### config.mk
export PLATFORM = sky130hd
export DESIGN_NAME = systolic_job_scheduler_flat
export DESIGN_NICKNAME = d
export VERILOG_FILES = /design/src/rtl/systolic_job_scheduler_if.sv /design/src/rtl/systolic_job_scheduler.sv /design/src/flat_wrapper.sv
export SDC_FILE = /design/constraint.sdc
export NUM_CORES = 1
export LEC_CHECK = 0
export BUFFER_PORTS_ARGS = -buffer_cell sky130_fd_sc_hd__buf_2
export CORE_MARGIN = 2
export CORE_UTILIZATION = 42
export CTS_BUF_LIST = sky130_fd_sc_hd__clkbuf_4 sky130_fd_sc_hd__clkbuf_8 sky130_fd_sc_hd__clkbuf_16
export DETAILED_ROUTE_END_ITERATION = 12
export PLACE_DENSITY_LB_ADDON = 0.3
export SLEW_MARGIN = 20
export SYNTH_ARGS = -nofsm -noshare
export SYNTH_HDL_FRONTEND = slang
export SYNTH_SLANG_ARGS = --single-unit
### constraint.sdc
create_clock -name clk -period 2.6 [get_ports clk]
set_input_delay 0.39 -clock clk [delete_from_list [all_inputs] [get_ports clk]]
set_output_delay 0.39 -clock clk [all_outputs]
set_load 0.02 [all_outputs]
### src/rtl/systolic_job_scheduler_if.sv
// Handshake bundle between the job scheduler, its command source, the systolic array
// and the result consumer. The scheduler uses the slave modport, the host side the master.
interface systolic_job_scheduler_if #(
    parameter int TILE_W = 8
);
    logic              cmd_valid;
    logic              cmd_ready;
    logic [TILE_W-1:0] cmd_num_tiles;
    logic              cmd_reload_w;
    logic              arr_load_weights;
    logic              arr_enable;
    logic              arr_done;
    logic [TILE_W-1:0] tile_idx;
    logic              res_valid;
    logic              res_ready;
    logic              busy;
    logic              job_done;
    logic              err_timeout;

    modport master (
        output cmd_valid, cmd_num_tiles, cmd_reload_w, arr_done, res_ready,
        input  cmd_ready, arr_load_weights, arr_enable, tile_idx, res_valid,
               busy, job_done, err_timeout
    );

    modport slave (
        input  cmd_valid, cmd_num_tiles, cmd_reload_w, arr_done, res_ready,
        output cmd_ready, arr_load_weights, arr_enable, tile_idx, res_valid,
               busy, job_done, err_timeout
    );
endinterface

### src/rtl/systolic_job_scheduler.sv
// Sequences a weight-stationary systolic array through a multi-tile job.
// Optional SCHED_PERF_CNT_EN adds saturating busy/stall performance counters.
module systolic_job_scheduler #(
    parameter int TILE_W         = 8,
    parameter int TIMEOUT_CYCLES = 64,
    parameter int CNT_W          = 32
) (
    input  logic                   clk,
    input  logic                   reset,
    systolic_job_scheduler_if.slave sif
`ifdef SCHED_PERF_CNT_EN
    ,
    output logic [CNT_W-1:0]       perf_busy_cycles,
    output logic [CNT_W-1:0]       perf_stall_cycles
`endif
);
    localparam int TO_W = $clog2(TIMEOUT_CYCLES + 1);
    localparam logic [TO_W-1:0] TO_LAST = TO_W'(TIMEOUT_CYCLES - 1);

    typedef enum logic [2:0] {
        IDLE   = 3'd0,
        LOAD_W = 3'd1,
        ARM    = 3'd2,
        RUN    = 3'd3,
        RESULT = 3'd4,
        FINISH = 3'd5
    } state_t;

    state_t            state;
    state_t            state_next;
    logic [TILE_W-1:0] num_tiles;
    logic [TILE_W-1:0] tile_idx;
    logic              w_valid;
    logic              err_timeout;
    logic [TO_W-1:0]   to_cnt;
    logic              last_tile;
    logic              timed_out;

    logic cmd_ready;
    logic arr_enable;
    logic arr_load_weights;
    logic res_valid;
    logic busy;
    logic job_done;

    assign last_tile = (tile_idx == (num_tiles - TILE_W'(1)));
    assign timed_out = (to_cnt == TO_LAST) && !sif.arr_done;

    always_ff @(posedge clk or posedge reset) begin
        if (reset) begin
            state <= IDLE;
        end else begin
            state <= state_next;
        end
    end

    // ARM and RESULT both drive enable low so the array always sees a fresh rising edge.
    always_comb begin
        state_next       = state;
        cmd_ready        = 1'b0;
        arr_enable       = 1'b0;
        arr_load_weights = 1'b0;
        res_valid        = 1'b0;
        busy             = 1'b1;
        job_done         = 1'b0;
        case (state)
            IDLE: begin
                cmd_ready = 1'b1;
                busy      = 1'b0;
                if (sif.cmd_valid) begin
                    if (sif.cmd_num_tiles == '0) begin
                        state_next = FINISH;
                    end else if (sif.cmd_reload_w || !w_valid) begin
                        state_next = LOAD_W;
                    end else begin
                        state_next = ARM;
                    end
                end
            end
            LOAD_W: begin
                arr_enable       = 1'b1;
                arr_load_weights = 1'b1;
                state_next       = ARM;
            end
            ARM: begin
                state_next = RUN;
            end
            RUN: begin
                arr_enable = 1'b1;
                if (sif.arr_done) begin
                    state_next = RESULT;
                end else if (timed_out) begin
                    state_next = FINISH;
                end
            end
            RESULT: begin
                res_valid = 1'b1;
                if (sif.res_ready) begin
                    state_next = last_tile ? FINISH : RUN;
                end
            end
            FINISH: begin
                job_done   = 1'b1;
                state_next = IDLE;
            end
            default: begin
                state_next = IDLE;
            end
        endcase
    end

    // The timeout counter restarts whenever RUN is (re)entered, since every other state clears it.
    always_ff @(posedge clk or posedge reset) begin
        if (reset) begin
            num_tiles   <= '0;
            tile_idx    <= '0;
            w_valid     <= 1'b0;
            err_timeout <= 1'b0;
            to_cnt      <= '0;
        end else begin
            to_cnt <= (state == RUN) ? to_cnt + TO_W'(1) : '0;
            case (state)
                IDLE: begin
                    if (sif.cmd_valid) begin
                        num_tiles   <= sif.cmd_num_tiles;
                        tile_idx    <= '0;
                        err_timeout <= 1'b0;
                    end
                end
                LOAD_W: begin
                    w_valid <= 1'b1;
                end
                RUN: begin
                    if (timed_out) begin
                        err_timeout <= 1'b1;
                        w_valid     <= 1'b0;
                    end
                end
                RESULT: begin
                    if (sif.res_ready && !last_tile) begin
                        tile_idx <= tile_idx + TILE_W'(1);
                    end
                end
                default: begin
                end
            endcase
        end
    end

`ifdef SCHED_PERF_CNT_EN
    // Counters saturate and are never cleared by a new job, only by reset.
    always_ff @(posedge clk or posedge reset) begin
        if (reset) begin
            perf_busy_cycles  <= '0;
            perf_stall_cycles <= '0;
        end else begin
            if (busy && (perf_busy_cycles != '1)) begin
                perf_busy_cycles <= perf_busy_cycles + CNT_W'(1);
            end
            if ((state == RESULT) && !sif.res_ready && (perf_stall_cycles != '1)) begin
                perf_stall_cycles <= perf_stall_cycles + CNT_W'(1);
            end
        end
    end
`endif

    assign sif.cmd_ready        = cmd_ready;
    assign sif.arr_enable       = arr_enable;
    assign sif.arr_load_weights = arr_load_weights;
    assign sif.res_valid        = res_valid;
    assign sif.busy             = busy;
    assign sif.job_done         = job_done;
    assign sif.tile_idx         = tile_idx;
    assign sif.err_timeout      = err_timeout;
endmodule

### src/flat_wrapper.sv
// flat-port wrapper written by rule: the top's interface ports become plain ports
module systolic_job_scheduler_flat 
#(
    parameter int TILE_W         = 8,
    parameter int TIMEOUT_CYCLES = 64,
    parameter int CNT_W          = 32
)
  (clk, reset, sif_cmd_valid, sif_cmd_num_tiles, sif_cmd_reload_w, sif_arr_done, sif_res_ready, sif_cmd_ready, sif_arr_load_weights, sif_arr_enable, sif_tile_idx, sif_res_valid, sif_busy, sif_job_done, sif_err_timeout);
  systolic_job_scheduler_if #(.TILE_W(TILE_W)) sif_i ();
  input  logic clk;
  input  logic reset;
  input wire logic [$bits(sif_i.cmd_valid)-1:0] sif_cmd_valid;
  input wire logic [$bits(sif_i.cmd_num_tiles)-1:0] sif_cmd_num_tiles;
  input wire logic [$bits(sif_i.cmd_reload_w)-1:0] sif_cmd_reload_w;
  input wire logic [$bits(sif_i.arr_done)-1:0] sif_arr_done;
  input wire logic [$bits(sif_i.res_ready)-1:0] sif_res_ready;
  output wire logic [$bits(sif_i.cmd_ready)-1:0] sif_cmd_ready;
  output wire logic [$bits(sif_i.arr_load_weights)-1:0] sif_arr_load_weights;
  output wire logic [$bits(sif_i.arr_enable)-1:0] sif_arr_enable;
  output wire logic [$bits(sif_i.tile_idx)-1:0] sif_tile_idx;
  output wire logic [$bits(sif_i.res_valid)-1:0] sif_res_valid;
  output wire logic [$bits(sif_i.busy)-1:0] sif_busy;
  output wire logic [$bits(sif_i.job_done)-1:0] sif_job_done;
  output wire logic [$bits(sif_i.err_timeout)-1:0] sif_err_timeout;
  assign sif_i.cmd_valid = sif_cmd_valid;
  assign sif_i.cmd_num_tiles = sif_cmd_num_tiles;
  assign sif_i.cmd_reload_w = sif_cmd_reload_w;
  assign sif_i.arr_done = sif_arr_done;
  assign sif_i.res_ready = sif_res_ready;
  assign sif_cmd_ready = sif_i.cmd_ready;
  assign sif_arr_load_weights = sif_i.arr_load_weights;
  assign sif_arr_enable = sif_i.arr_enable;
  assign sif_tile_idx = sif_i.tile_idx;
  assign sif_res_valid = sif_i.res_valid;
  assign sif_busy = sif_i.busy;
  assign sif_job_done = sif_i.job_done;
  assign sif_err_timeout = sif_i.err_timeout;
  systolic_job_scheduler #(.TILE_W(TILE_W), .TIMEOUT_CYCLES(TIMEOUT_CYCLES), .CNT_W(CNT_W)) u_core (.clk(clk), .reset(reset), .sif(sif_i));
endmodule
==> results of run 1 <==
cells by family after synthesis:
logic type                 Yosys count
muxes                                5
and+or+nand+nor                     96
DFF                                 28
xor gates and xnor gates            12
buffers and inverters               17
AOI/OAI and AO/OA                   29
adders and majority gates            3
critical path, stage by stage (launching register included):
cell      delay, ns
dfrtp_1        0.44
inv_1          0.08
ha_1           0.25
xnor2_1        0.15
xnor2_1        0.13
nor4_1         0.47
o311ai_2       0.32
nand3_1        0.21
mux2i_1        0.19
report_power, final:
part | leakage, nW | total, mW | switching (mW) | internal, mW
sequential | 0.366 | 0.693 | 0.159 | 0.533
clock | 0.0357 | 0.347 | 0.140 | 0.206
combinational | 0.524 | 0.693 | 0.403 | 0.290
stage by stage:
stage / worst slack, ns / hold WS (ns) / cells / total power, mW / area [um2]
2_1_floorplan: 0.450 / 0.432 / 190 / 1.23 / 1670
3_3_place_gp: 0.416 / 0.454 / 262 / 1.38 / 1850
3_5_place_dp: 0.340 / 0.463 / 262 / 1.39 / 1850
4_1_cts: 0.287 / 0.171 / 266 / 1.74 / 1920
5_1_grt: 0.0885 / 0.208 / 266 / 1.89 / 1920
6_report: 0.284 / 0.163 / 266 / 1.73 / 1920
state kept, by name (all words and copies together), names as in the netlist:
name / count
u_core.num_tiles: 8
u_core.sif.tile_idx: 8
u_core.to_cnt: 7
u_core.state: 3
u_core.sif.err_timeout: 1
u_core.w_valid: 1
layout make-up:
| type | instances | area [um2] |
|---|---|---|
| clock buffer | 3 | 41.3 |
| clock inverter | 1 | 30.0 |
| fill | 377 | 1820 |
| inverter | 11 | 41.3 |
| multi-input combinational | 145 | 896 |
| sequential | 28 | 701 |
| tap | 48 | 60.1 |
| timing repair buffer | 30 | 155 |
placed cells by master, fill, tap and decap left out, types with 5 or more instances in the layout:
master   instances
dfrtp_1         28
nand3_1         10
inv_1            9
mux2i_1          5
xnor2_1          8
nor2_1          16
buf_2           28
nand2_1         36
cells in the mapped netlist (all sizes together), types with 5 or more instances:
cell	instances
mux2i	5
inv	11
nor2	16
xnor2	8
clkbuf	5
nand3	10
nand2	36
o21ai	9
dfrtp	28
metal layers:
layer	vias up	share of wire
met1	657	0.49
met2	24	0.46
met5	-	0
met4	0	0.0092
met3	4	0.037
li1	720	-
final timing paths:
| path | to | slack, ns | cells after the start |
|---|---|---|---|
| setup reg to reg | u_core.sif.tile_idx[1] | 0.28 | 8 |
| max in group asynchronous | u_core.sif.tile_idx[5] | 2.17 | 3 |
| hold reg to reg | u_core.to_cnt[0] | 0.47 | 1 |
| setup / recovery | u_core.sif.tile_idx[1] | 0.28 | 8 |
| hold / removal | u_core.to_cnt[2] | 0.16 | 3 |
| min in group clk | u_core.num_tiles[4] | 0.31 | 3 |
==> out/qor.csv, run 1 <==
metric,value,unit
status,"complete, no violations",
fin_tns_setup,0,ns
met3_usage,0.0405,
synthesis.nets,207,
r2r_start,u_core.num_tiles[0],
rows,22,
top_usage_layer,met2,
hold_viol_final,0,
rsz0062_at_grt,false,
min_period,2.32,ns
routedWlPerCell,13.5,um
cts_buffer_depth,2,
nets,236,
antenna_found_initial,0,
clockRootBuffer,clkbuf_8,
cts_tree,yes,
met2_usage,0.296,
path_max_fanout,7,
muxShareOfSynthArea,0.0300,
clock.fmax,432,MHz
ys_top_cells_by_area,"dfrtp_1 (42%), nand2_1 (8.1%), xnor2_1 (4.2%), nor2_1 (3.6%), mux2i_1 (3.0%)",
clk_latency,0.27,ns
synth_compound_area_frac,0.130,
syn_inst,190,
synth_top_area_share,0.420,
relSlewSlack,0.613,
drive_gt1_frac,0.193,
drt-initial-drc-count,83,
ys_warn_count,0,
synth_xor_area_frac,0.0630,
cts_resized,0,
path_class,reg -> reg,
initial_core_util,0.446,
final_antenna_net_count,0,
synth_edf_count,0,
drc,0,
clock_skew,0.00243,ns
synth_fa_ha_area_frac,0.0225,
cp.required,2.81,ns
cp-start-kind,flip-flop,
viasPerCell,5.28,
worstSetupStartpoint,u_core.num_tiles[0],
grt_pass1_wl,6.25,mm
io_pins,29,
clk_pin_slew,0.10,ns
synth-main-ff-cell,dfrtp_1,
clock-sinks,28,
area_growth,15.4,%
cts-buffers-inserted,3,
syn-mean-instance-area,8.78,um2
critPathArrivalTime,2.52,ns
p_leak,0.926,nW
core_area,3740,um2
peakVddDrop,0.459,mV
track_usage,0.182,
synth_cell_types,44,
grt_max_degree,29,
ys_async_sr_fraction,1.00,
finalCritPeriodShare,0.891,
numPortBuffers,28,
ys_seq_area_frac,0.420,
yosys.area_share.simple,0.292,
slew_viol_final,0,
tightest_slew,0.579,ns
hold_class,in -> async,
synth-seq-cells,28,
dr_total_vias,1405,
cap_violations,0,
grt_pass1_vias,1384,
netlist_area,1670,um2
cts_setup_buffers,0,
power_density,900,nW/um2
die-area,4490,um2
cts_hold_buf,0,
endpoint_kind,flip-flop,
die_w,67.0,um
globalplace.congestion,0.879,
routed_wl,3.58,mm
h-tree-depth,1,
setup_violations,0,
grt_overflow,0,
die_h,67.0,um
n_antenna_cell,0,
hpwlAfterDp,2.55,mm
synth_top_area_cell,dfrtp_1,
final_util,0.514,
drtPass1Iterations,4,
use_met1,0.240,
synth_top_family_by_area,simple AND/OR/NAND/NOR gates,
Note: power is estimated with default switching activity, not from simulation.
==> inputs of run 2 (changes only) <==
Settings changed: PLACE_DENSITY_LB_ADDON 0.3 to default.
==> out/qor.csv, run 2 (synthesis gave the netlist of run 1 again) <==
metric,value,unit
status,"complete, no violations",
p_leak,0.921,nW
fillers,377,
final_util,0.512,
path_class,reg -> reg,
antenna_found_initial,0,
finalCritPeriodShare,0.890,
fin_hold_ws,0.154,ns
relSlewSlack,0.511,
cts_resized,0,
cts-buffers-inserted,3,
slew_viol_final,0,
cp-start-kind,flip-flop,
routedWlPerCell,13.7,um
drc,0,
stdcell_area,1920,um2
r2r_slack,0.28,ns
cts_setup_buffers,0,
numPortBuffers,28,
critPathArrivalTime,2.52,ns
grt_pass1_vias,1375,
hpwlAfterDp,2.74,mm
peakVddDrop,0.493,mV
io_pins,29,
final_common_cell,nand2_1,
endpoint_kind,flip-flop,
worst_slack,0.285,ns
drive_gt1_frac,0.189,
cts_tree,yes,
hold_viol_final,0,
clock.fmax,432,MHz
critical_path.cell_chain,inv_1 > ha_1 > xnor2_1 > xnor2_1 > nor4_1 > o311ai_2 > nand3_1 > mux2i_1,
slowest_delay,0.46,ns
globalplace.congestion,0.796,
clock_skew,0.00403,ns
biggestRegsByFlops,"u_core.num_tiles x8, u_core.sif.tile_idx x8, u_core.to_cnt x7",
instances_no_fill,265,
core_area,3740,um2
power_density,902,nW/um2
dp_slack,0.325,ns
clockRootBuffer,clkbuf_8,
crit_top_cell,xnor2_1,
hold_class,in -> async,
tightest_slew,0.731,ns
die_w,67.0,um
grt_max_degree,29,
layout.cells.most_common_list,"nand2_1 (36), buf_2 (28), dfrtp_1 (28), nor2_1 (16), nand3_1 (10)",
nets,235,
clk_pin_slew,0.10,ns
track_usage,0.182,
final_antenna_net_count,0,
clock-sinks,28,
grt_pass1_wl,6.21,mm
area_growth,14.9,%
clk_latency,0.27,ns
grt_overflow,0,
drtPass1Iterations,4,
h-tree-depth,1,
viasPerCell,5.43,
initial_core_util,0.446,
dpl.cell_count,261,
rows,22,
path_max_fanout,7,
rsz0062_at_grt,false,
cap_violations,0,
n_antenna_cell,0,
setup_violations,0,
cp.required,2.80,ns
power,1.73,mW
drt-initial-drc-count,102,
dr_total_vias,1440,
placement.cell_area,1850,um2
die-area,4490,um2
cts_buffer_depth,2,
cts_hold_buf,0,
routed_wl,3.62,mm
fin_tns_setup,0,ns
die_h,67.0,um
slowest_stage,nor4_1,
min_period,2.32,ns
[run 2: power breakdown]
part	switching, mW	total [mW]	internal (mW)
clock	0.138	0.344	0.206
combinational	0.405	0.690	0.285
sequential	0.162	0.695	0.533
[run 2: path summary, 6_finish.rpt]
check / startpoint / to / cells past startpoint
worst max-delay path: u_core.num_tiles[0] / u_core.sif.tile_idx[1] / 8
worst min-delay path: reset / u_core.num_tiles[3] / 3
max in group asynchronous: reset / u_core.to_cnt[6] / 3
min in group clk: sif_cmd_num_tiles[2] / u_core.num_tiles[2] / 3
worst min register to register: u_core.to_cnt[0] / u_core.to_cnt[0] / 1
worst max register to register: u_core.num_tiles[0] / u_core.sif.tile_idx[1] / 8
[run 2: worst max-delay path, delay by kind of cell (launching register included)]
family / cells / cell delay [ns]
AND/OR/NAND/NOR: 2 / 0.68
flip-flops: 1 / 0.44
AO/OA/AOI/OAI: 1 / 0.30
XOR/XNOR: 2 / 0.28
adder cells (fa/ha/maj): 1 / 0.26
multiplexers: 1 / 0.20
buffers and inverters: 1 / 0.09
[run 2: cell type report]
class | instances | area (um2) | share of cell area
multi-input cells | 145 | 896 | 0.467
flip-flops and latches | 28 | 701 | 0.366
repair buffers | 29 | 148 | 0.0770
well taps | 48 | 60.1 | 0.0313
clock buffers | 3 | 41.3 | 0.0215
inverters | 11 | 41.3 | 0.0215
clock inverters | 1 | 30.0 | 0.0157
[run 2: routing by layer]
| metal | GRT usage | vias up | wire, um | share of wire |
|---|---|---|---|---|
| met5 | 0 | - | 0 | 0 |
| met4 | 0.0638 | 0 | 28 | 0.0077 |
| met3 | 0.0287 | 4 | 120 | 0.033 |
| met2 | 0.300 | 27 | 1700 | 0.47 |
| met1 | 0.240 | 688 | 1770 | 0.49 |
| li1 | - | 721 | - | - |
==> inputs of run 3 (changes only) <==
==> constraint.sdc (replaced) <==
create_clock -name clk -period 2.6 [get_ports clk]
set_input_delay 0.13 -clock clk [delete_from_list [all_inputs] [get_ports clk]]
set_output_delay 0.13 -clock clk [all_outputs]
set_load 0.02 [all_outputs]
==> out/qor.csv, run 3 (synthesis gave the netlist of run 1 again) <==
metric,value,unit
min_to,u_core.num_tiles[2],
globalplace.congestion,0.796,
cts_setup_buffers,0,
critPathTopFamily,simple AND/OR/NAND/NOR gates,
tightest_slew,0.736,ns
holdPathStages,3,
track_usage,0.183,
antenna_found_initial,0,
biggestRegsByFlops,"u_core.num_tiles x8, u_core.sif.tile_idx x8, u_core.to_cnt x7",
path_class,reg -> reg,
nets,236,
clock_skew,0.00517,ns
viasPerCell,5.42,
fin_tns_setup,0,ns
setup_violations,0,
hold_viol_final,0,
slowest_delay,0.46,ns
r2r_slack,0.29,ns
ff2ff_path_depth,8,
r2r_end,u_core.sif.tile_idx[1],
critical_path.cell_chain,inv_1 > ha_1 > xnor2_1 > xnor2_1 > nor4_1 > o311ai_2 > nand3_1 > mux2i_1,
final_antenna_net_count,0,
cts_resized,0,
status,"complete, no violations",
cp_num_buf_inv,1,
hpwlAfterDp,2.74,mm
clockRootBuffer,clkbuf_8,
io_pins,29,
grt_pass1_wl,6.24,mm
die_w,67.0,um
grt_max_degree,29,
clk_pin_slew,0.10,ns
instances_no_fill,266,
hp-start,sif_cmd_num_tiles[2],
power_density,898,nW/um2
drive_gt1_frac,0.188,
min_period,2.31,ns
layout.cells.most_common_list,"nand2_1 (36), buf_2 (28), dfrtp_1 (28), nor2_1 (16), nand3_1 (10)",
critPathArrivalTime,2.51,ns
h-tree-depth,1,
drtPass1Iterations,5,
initial_core_util,0.446,
endpoint_kind,flip-flop,
finalCritPeriodShare,0.887,
r2r_start,u_core.num_tiles[0],
slowest_stage,nor4_1,
cp-start-kind,flip-flop,
cts_buffer_depth,2,
cts_tree,yes,
clock.fmax,434,MHz
cts_hold_buf,1,
die-area,4490,um2
cp.required,2.81,ns
routedWlPerCell,13.6,um
clk_latency,0.27,ns
grt_pass1_vias,1380,
core_area,3740,um2
final_common_cell,nand2_1,
peakVddDrop,0.494,mV
n_antenna_cell,0,
routed_wl,3.63,mm
dpl.cell_count,261,
crit_top_cell,xnor2_1,
area_growth,15.5,%
cts-buffers-inserted,3,
critical_path_depth,8,
rows,22,
clock-sinks,28,
slew_viol_final,0,
hold_class,in -> reg,
drc,0,
dr_total_vias,1443,
cap_violations,0,
rsz0062_at_grt,false,
grt_overflow,0,
relSlewSlack,0.508,
path_max_fanout,7,
numPortBuffers,28,
p_leak,0.925,nW
drt-initial-drc-count,110,
die_h,67.0,um
[run 3: cell count changes in the layout (fill, tap and decap cells not counted), sizes merged]
cell and change:
dlygate4sd3 +1
[run 3: metal layers]
metal  track usage  part of all wire
met1         0.241              0.49
met2         0.302              0.47
met3        0.0287             0.031
met4        0.0638            0.0063
met5             0                 0
[run 3: cell type report]
| cell class | instances | area (um2) |
|---|---|---|
| repair buffers | 30 | 158 |
| clock inverters | 1 | 30.0 |
| flip-flops and latches | 28 | 701 |
| multi-input cells | 145 | 896 |
| clock buffers | 3 | 41.3 |
| fillers | 373 | 1820 |
| inverters | 11 | 41.3 |
| well taps | 48 | 60.1 |
[run 3: worst register-to-register path, delay by kind of cell, from the launching register on]
kind | cells | cell delay, ns
AND/OR/NAND/NOR | 2 | 0.67
flip-flops | 1 | 0.44
AO/OA/AOI/OAI | 1 | 0.30
XOR/XNOR | 2 | 0.28
adder cells (fa/ha/maj) | 1 | 0.26
multiplexers | 1 | 0.20
buffers and inverters | 1 | 0.09
[run 3: power by group]
| part | switching [mW] | internal [mW] | total (mW) | leakage [nW] |
|---|---|---|---|---|
| sequential | 0.162 | 0.533 | 0.695 | 0.366 |
| clock | 0.139 | 0.206 | 0.345 | 0.0357 |
| combinational | 0.405 | 0.286 | 0.691 | 0.523 |
[run 3: through the flow]
| stage | power (mW) | setup WS (ns) | utilization | hold slack, ns | instance area, um2 |
|---|---|---|---|---|---|
| finish | 1.73 | 0.294 | 0.515 | 0.0591 | 1930 |
| floorplan | 1.23 | 0.450 | - | 0.195 | 1670 |
| global placement | 1.38 | 0.374 | 0.493 | 0.215 | 1850 |
| global route | 1.86 | 0.0871 | 0.515 | 0.0592 | 1930 |
| detailed placement | 1.39 | 0.325 | 0.493 | 0.216 | 1850 |
| CTS | 1.74 | 0.284 | 0.515 | 0.0481 | 1930 |
[run 3: how the worst max path moves through the flow]
stage	startpoint	endpoint	slack, ns
3_3_place_gp	u_core.num_tiles[2]	u_core.sif.tile_idx[5]	0.37
3_5_place_dp	u_core.num_tiles[0]	u_core.sif.tile_idx[1]	0.33
6_report	u_core.num_tiles[0]	u_core.sif.tile_idx[1]	0.29
2_1_floorplan	u_core.num_tiles[2]	u_core.sif.tile_idx[5]	0.45
4_1_cts	u_core.num_tiles[0]	u_core.sif.tile_idx[1]	0.28
5_1_grt	u_core.num_tiles[0]	u_core.sif.tile_idx[1]	0.09
